## config.mk

```make
export PLATFORM = sky130hd
export DESIGN_NAME = ram_arbiter
export DESIGN_NICKNAME = d
export VERILOG_FILES = /design/src/rtl/ram_arbiter_pkg.sv /design/src/rtl/ram_timing_fsm.sv /design/src/rtl/ram_arbiter.sv
export SDC_FILE = /design/constraint.sdc
export NUM_CORES = 1
export LEC_CHECK = 0
export BUFFER_PORTS_ARGS = -buffer_cell sky130_fd_sc_hd__buf_4
export CORE_ASPECT_RATIO = 0.8
export CORE_MARGIN = 3
export CORE_UTILIZATION = 47
export CTS_BUF_LIST = sky130_fd_sc_hd__clkbuf_4
export DETAILED_ROUTE_END_ITERATION = 8
export GPL_TIMING_DRIVEN = 0
export PLACE_DENSITY = 0.84
export RECOVER_POWER = 100
export SLEW_MARGIN = 10
export SYNTH_ARGS = -nofsm -noshare
export SYNTH_HDL_FRONTEND = slang
export SYNTH_SLANG_ARGS = --single-unit
```

## constraint.sdc

```tcl
create_clock -name clk -period 2.2 [get_ports clk]
set_input_delay 0 -clock clk [delete_from_list [all_inputs] [get_ports clk]]
set_output_delay 0 -clock clk [all_outputs]
set_load 0.1 [all_outputs]
```

## src/rtl/ram_arbiter_pkg.sv

```systemverilog
// Shared widths and state encoding for the SRAM arbiter.
// RAM_ARB_WAIT_EN adds one extra read-wait and one extra write-pulse state.
package ram_arbiter_pkg;

  localparam int ADDR_W_DEF     = 16;
  localparam int RAM_ADDR_W_DEF = 18;
  localparam int DATA_W_DEF     = 16;

`ifdef RAM_ARB_WAIT_EN
  typedef enum logic [2:0] {
    IDLE, RD_SETUP, RD_WAIT, RD_SAMPLE, WR_SETUP, WR_PULSE, WR_PULSE2, WR_HOLD
  } arb_state_t;
`else
  typedef enum logic [2:0] {
    IDLE, RD_SETUP, RD_SAMPLE, WR_SETUP, WR_PULSE, WR_HOLD
  } arb_state_t;
`endif

endpackage

```

## src/rtl/ram_timing_fsm.sv

```systemverilog
// SRAM cycle sequencer: state register, next-state logic and strobe decode.
// Latency: read 2 states (3 with RAM_ARB_WAIT_EN), write 3 (4); done marks the final state.
// Backpressure: none; a grant taken in IDLE or a final state starts the next cycle immediately.
module ram_timing_fsm
  import ram_arbiter_pkg::*;
(
  input  logic clk,
  input  logic rst,
  input  logic grant,
  input  logic is_write,
  output logic arb_en,
  output logic done,
  output logic rd_capture,
  output logic ram_ce_n,
  output logic ram_oe_n,
  output logic ram_we_n,
  output logic ram_data_oe
);

  arb_state_t state_q, state_d, next_setup;

  always_ff @(posedge clk) begin
    if (rst) state_q <= IDLE;
    else     state_q <= state_d;
  end

  // Kept out of the next-state block so the arbiter's grant path has no false loop.
  assign done   = (state_q == RD_SAMPLE) || (state_q == WR_HOLD);
  assign arb_en = (state_q == IDLE) || done;
`ifdef RAM_ARB_WAIT_EN
  assign rd_capture = (state_q == RD_WAIT);
`else
  assign rd_capture = (state_q == RD_SETUP);
`endif

  assign next_setup = is_write ? WR_SETUP : RD_SETUP;

  always_comb begin
    state_d     = state_q;
    ram_ce_n    = 1'b1;
    ram_oe_n    = 1'b1;
    ram_we_n    = 1'b1;
    ram_data_oe = 1'b0;
    case (state_q)
      IDLE: if (grant) state_d = next_setup;
      RD_SETUP: begin
        ram_ce_n = 1'b0;
        ram_oe_n = 1'b0;
`ifdef RAM_ARB_WAIT_EN
        state_d  = RD_WAIT;
      end
      RD_WAIT: begin
        ram_ce_n = 1'b0;
        ram_oe_n = 1'b0;
`endif
        state_d  = RD_SAMPLE;
      end
      RD_SAMPLE: begin
        ram_ce_n = 1'b0;
        ram_oe_n = 1'b0;
        state_d  = grant ? next_setup : IDLE;
      end
      WR_SETUP: begin
        ram_ce_n    = 1'b0;
        ram_data_oe = 1'b1;
        state_d     = WR_PULSE;
      end
      WR_PULSE: begin
        ram_ce_n    = 1'b0;
        ram_we_n    = 1'b0;
        ram_data_oe = 1'b1;
`ifdef RAM_ARB_WAIT_EN
        state_d     = WR_PULSE2;
      end
      WR_PULSE2: begin
        ram_ce_n    = 1'b0;
        ram_we_n    = 1'b0;
        ram_data_oe = 1'b1;
`endif
        state_d     = WR_HOLD;
      end
      WR_HOLD: begin
        ram_ce_n    = 1'b0;
        ram_data_oe = 1'b1;
        state_d     = grant ? next_setup : IDLE;
      end
      default: state_d = IDLE;
    endcase
  end

endmodule

```

## src/rtl/ram_arbiter.sv

```systemverilog
// Shares one SRAM between fetch and MEM (MEM wins; read+write together is a write); RAM_ARB_WAIT_EN adds wait states.
// Latency: grant to ready 2 cycles read / 3 write (3 / 4 with RAM_ARB_WAIT_EN); ready is a 1-cycle pulse.
// Backpressure: stall_request holds the pipeline while any request is pending and not yet ready.
module ram_arbiter
  import ram_arbiter_pkg::*;
#(
  parameter int ADDR_W     = ADDR_W_DEF,
  parameter int RAM_ADDR_W = RAM_ADDR_W_DEF,
  parameter int DATA_W     = DATA_W_DEF
) (
  input  logic                  clk,
  input  logic                  rst,
  input  logic                  if_req_i,
  input  logic [ADDR_W-1:0]     if_addr_i,
  output logic [DATA_W-1:0]     if_data_o,
  output logic                  if_ready_o,
  input  logic                  rMem_i,
  input  logic                  wMem_i,
  input  logic [ADDR_W-1:0]     memAddr_i,
  input  logic [DATA_W-1:0]     wData_mem_i,
  output logic [DATA_W-1:0]     rData_mem_o,
  output logic                  mem_ready_o,
  output logic                  stall_request,
  output logic [RAM_ADDR_W-1:0] ram_addr_o,
  output logic [DATA_W-1:0]     ram_wdata_o,
  input  logic [DATA_W-1:0]     ram_rdata_i,
  output logic                  ram_data_oe_o,
  output logic                  ram_ce_n_o,
  output logic                  ram_oe_n_o,
  output logic                  ram_we_n_o
);

  logic              mem_req, mem_req_eff, if_req_eff;
  logic              arb_en, done, rd_capture, grant, grant_write;
  logic              owner_if;
  logic [ADDR_W-1:0] grant_addr;

  // In a final state the requester just being completed is excluded from arbitration.
  assign mem_req     = rMem_i | wMem_i;
  assign mem_req_eff = mem_req  & ~(done & ~owner_if);
  assign if_req_eff  = if_req_i & ~(done &  owner_if);
  assign grant       = arb_en & (mem_req_eff | if_req_eff);
  assign grant_write = mem_req_eff & wMem_i;
  assign grant_addr  = mem_req_eff ? memAddr_i : if_addr_i;

  ram_timing_fsm u_fsm (
    .clk         (clk),
    .rst         (rst),
    .grant       (grant),
    .is_write    (grant_write),
    .arb_en      (arb_en),
    .done        (done),
    .rd_capture  (rd_capture),
    .ram_ce_n    (ram_ce_n_o),
    .ram_oe_n    (ram_oe_n_o),
    .ram_we_n    (ram_we_n_o),
    .ram_data_oe (ram_data_oe_o)
  );

  always_ff @(posedge clk) begin
    if (rst) begin
      owner_if    <= 1'b0;
      ram_addr_o  <= '0;
      ram_wdata_o <= '0;
      if_data_o   <= '0;
      rData_mem_o <= '0;
    end else begin
      if (grant) begin
        owner_if   <= ~mem_req_eff;
        ram_addr_o <= RAM_ADDR_W'(grant_addr);
        if (grant_write) ram_wdata_o <= wData_mem_i;
      end
      // Sampled on the edge into RD_SAMPLE so the word is valid alongside ready.
      if (rd_capture) begin
        if (owner_if) if_data_o   <= ram_rdata_i;
        else          rData_mem_o <= ram_rdata_i;
      end
    end
  end

  assign if_ready_o    = done &  owner_if & ~rst;
  assign mem_ready_o   = done & ~owner_if & ~rst;
  assign stall_request = (mem_req & ~mem_ready_o) | (if_req_i & ~if_ready_o);

endmodule

```

==> flow_metrics.py <==
metrics = {
    "detailed_routing": {
        "ant_nets": 0,
        "drc": 0,
        "drt_iter0_drc": 182,
        "vias": 3335,
        "dr.pass1.iters": 6,
        "via_per_inst": 5.35,
        "wl_per_cell_um": 16.7,
        "totalWireLength_um": 10400,
    },
    "global_route": {
        "grt_max_degree": 13,
        "overflow": 0,
        "antenna_found_initial": 0,
        "grt_util_all_layers": 0.293,
        "grt_pass1_wl_um": 16100,
        "first_global_vias": 3316,
    },
    "timing": {
        "clock_skew_ns": 0.00804,
        "hold_viol_final": 0,
        "fin_crit_ns": 2.06,
        "whs_ns": 0.187,
        "setup_ws_ns": 0.143,
        "setup_viol": 0,
        "tns_ns": 0,
        "period_share": 0.935,
        "slew_headroom": 0.185,
        "final-max-slew-violation-count": 0,
        "grt_setup_unrepaired": "false",
        "fmax_mhz": 486,
        "worstMarginPinSlew_ns": 1.23,
    },
    "floorplanning": {
        "die_width_um": 93.0,
        "core_area_sq_um": 5650,
        "die_y_um": 75.6,
        "start_util": 0.504,
        "io_pins": 142,
        "fp.dieArea_sq_um": 7030,
        "fp-row-count": 24,
    },
    "clock_network": {
        "clkLatencyLatePin_ns": 0.41,
        "cts_sinks": 68,
        "cts_tree": "done",
        "cts_buffers": 9,
        "cts_root_buffer": "clkbuf_4",
        "path_clk_slew_ns": 0.11,
        "clockBufferDepth": 2,
        "cts-htree-levels": 3,
    },
    "yosys": {
        "ys_ff_latch": 68,
        "yosys_warnings": 0,
        "synth_cell_type_count": 38,
        "syn_inst": 324,
        "synth_edf_count": 0,
        "syn_area_sq_um": 2850,
        "synthDominantCellAreaShare": 0.478,
        "ys_top_cells_by_area": "dfxtp_1 48%, a21oi_1 11%, nand2_1 9.0%",
        "ys.flop_type": "dfxtp_1",
        "synth_area_per_cell_sq_um": 8.79,
        "ys_seq_area_frac": 0.478,
        "yosys.area.top_type": "dfxtp_1",
        "async_reset_ff_frac": 0,
    },
    "critical_path": {
        "crit_cells": 6,
        "r2r_end": "rData_mem_o[13]",
        "r2r_start": "u_fsm.state_q[2]",
        "path_cells": "buf_4 > or3b_1 > a21oi_2 > nand3_1 > and3_1 > buf_4",
        "critPathBufInv": 2,
        "r2r_cells": 6,
        "startpoint": "u_fsm.state_q[0]",
        "critPathSlowestCell": "or3b_1",
        "worstPathArrival_ns": 2.06,
        "cp_common_cell": "buf_4",
        "crit_fanout": 10,
        "slowest_delay_ns": 0.39,
        "crit_required_ns": 2.20,
        "reg2reg_setup_slack_ns": 0.15,
        "endpoint_kind": "output port",
        "worstSetupPathType": "reg2out",
        "start_kind": "flip-flop",
        "crit_family": "simple AND/OR/NAND/NOR gates",
        "crit_path_end": "stall_request",
    },
    "cells_and_area": {
        "drive_gt1_frac": 0.233,
        "diodes": 0,
        "syn2layout_area_growth_pct": 62.4,
        "fillCellCount": 417,
        "final_net_count": 610,
        "final_core_util": 0.819,
        "design_area_sq_um": 4620,
        "fin_cells": 623,
    },
    "pwr": {
        "power.leakage_nw": 1.91,
        "power_frac_clock": 0.271,
        "intPower_mw": 2.45,
        "power.net_switching_mw": 1.77,
        "sw_frac_of_total": 0.419,
        "ir_drop_mv": 0.713,
        "power_mw": 4.22,
        "power_frac_comb": 0.396,
        "powerDensity_nw_per_um2": 912,
        "power.sequential.fraction": 0.333,
    },
    "place": {
        "placedCellCount": 541,
        "dp_slack_ns": 0.252,
        "place_congestion": 0.851,
        "dpl_cell_area_sq_um": 3990,
        "hpwl_um": 6230,
        "portBuffers": 138,
    },
    "job": {
        "drv_cap": 0,
    },
    "outcome": {
        "status": "finished, final reports clean",
    },
    "worst_hold_path": {
        "hold_class": "in2reg",
    },
}
[tightest hold or removal path: cells and delay by family]
kind / cells / cell delay (ns)
buffers and inverters: 2 / 0.40
AOI/OAI and AO/OA: 1 / 0.17
[worst min path at each step]
stage                         start         endpoint  slack, ns  cells after the start
floorplan            ram_rdata_i[0]     if_data_o[0]       0.14                      2
global placement     wData_mem_i[9]   ram_wdata_o[9]       0.23                      3
detailed placement  wData_mem_i[14]  ram_wdata_o[14]       0.24                      3
CTS                             rst  ram_wdata_o[10]       0.15                      3
global route                    rst   rData_mem_o[4]       0.19                      3
finish                          rst   rData_mem_o[9]       0.19                      3
[cells by family (layout without fill, tap and decap cells)]
kind of cell	Yosys count	in the layout	synth area share
flops	68	68	0.478
buf+inv	29	249	0.0536
mux	16	16	0.0563
compound gates	98	98	0.237
simple gates	112	112	0.174
other cells	1	2	0.00132
[per-layer routing]
| metal | share of wire | vias up | global-route usage |
|---|---|---|---|
| li1 | - | 1561 | - |
| met1 | 0.39 | 1591 | 0.324 |
| met2 | 0.52 | 161 | 0.549 |
| met3 | 0.075 | 22 | 0.0839 |
| met4 | 0.022 | 0 | 0.0992 |
| met5 | 0 | - | 0 |
[cell usage after synthesis, drive strengths merged (3+ instances only)]
cell	count
buf	16
o221a	16
nor2	21
mux2i	16
nand2	68
o21ai	4
dfxtp	68
nand2b	3
a21oi	70
nor3	3
clkbuf	13
[power groups by stage]
stage,clock network [mW],logic (mW),registers (mW)
6_report,1.14,1.67,1.40
5_1_grt,1.21,1.74,1.42
4_1_cts,1.15,1.73,1.40
3_5_place_dp,0,1.63,1.43
3_3_place_gp,0,1.61,1.42
2_1_floorplan,0,0.523,2.15
[timing repair]
item / in CTS / in global routing
setup buffers: 0 / 0
hold buffers: 67 / 0
resized for setup: 0 / 2
endpoints found under the hold margin: 67 / 0
setup endpoints to repair: 0 / 3
[registers in the layout, summed over array words and instances (netlist names)]
name,flops
if_data_o,16
owner_if,1
rData_mem_o,16
ram_addr_o,16
ram_wdata_o,16
u_fsm.state_q,3
[cells in the final DEF (no fill, tap or decap), drive strengths merged, types with 3 or more instances in the layout]
master / Yosys / final
nor2: 21 / 21
o21ai: 4 / 4
dfxtp: 68 / 68
dlygate4sd3: 0 / 67
a21oi: 70 / 70
nand2b: 3 / 3
nand2: 68 / 68
mux2i: 16 / 16
bufinv: 0 / 4
buf: 16 / 88
clkbuf: 13 / 88
nor3: 3 / 3
o221a: 16 / 16
[layout make-up]
cell class | instances | area (sq um) | share of cell area
clock inverter | 6 | 136 | 0.0295
sequential | 68 | 1360 | 0.294
timing repair buffer | 205 | 1460 | 0.317
clock buffer | 9 | 67.6 | 0.0146
tap | 78 | 97.6 | 0.0211
buffer | 29 | 151 | 0.0327
multi-input combinational | 228 | 1350 | 0.291
(Power assumes the default switching activity.)
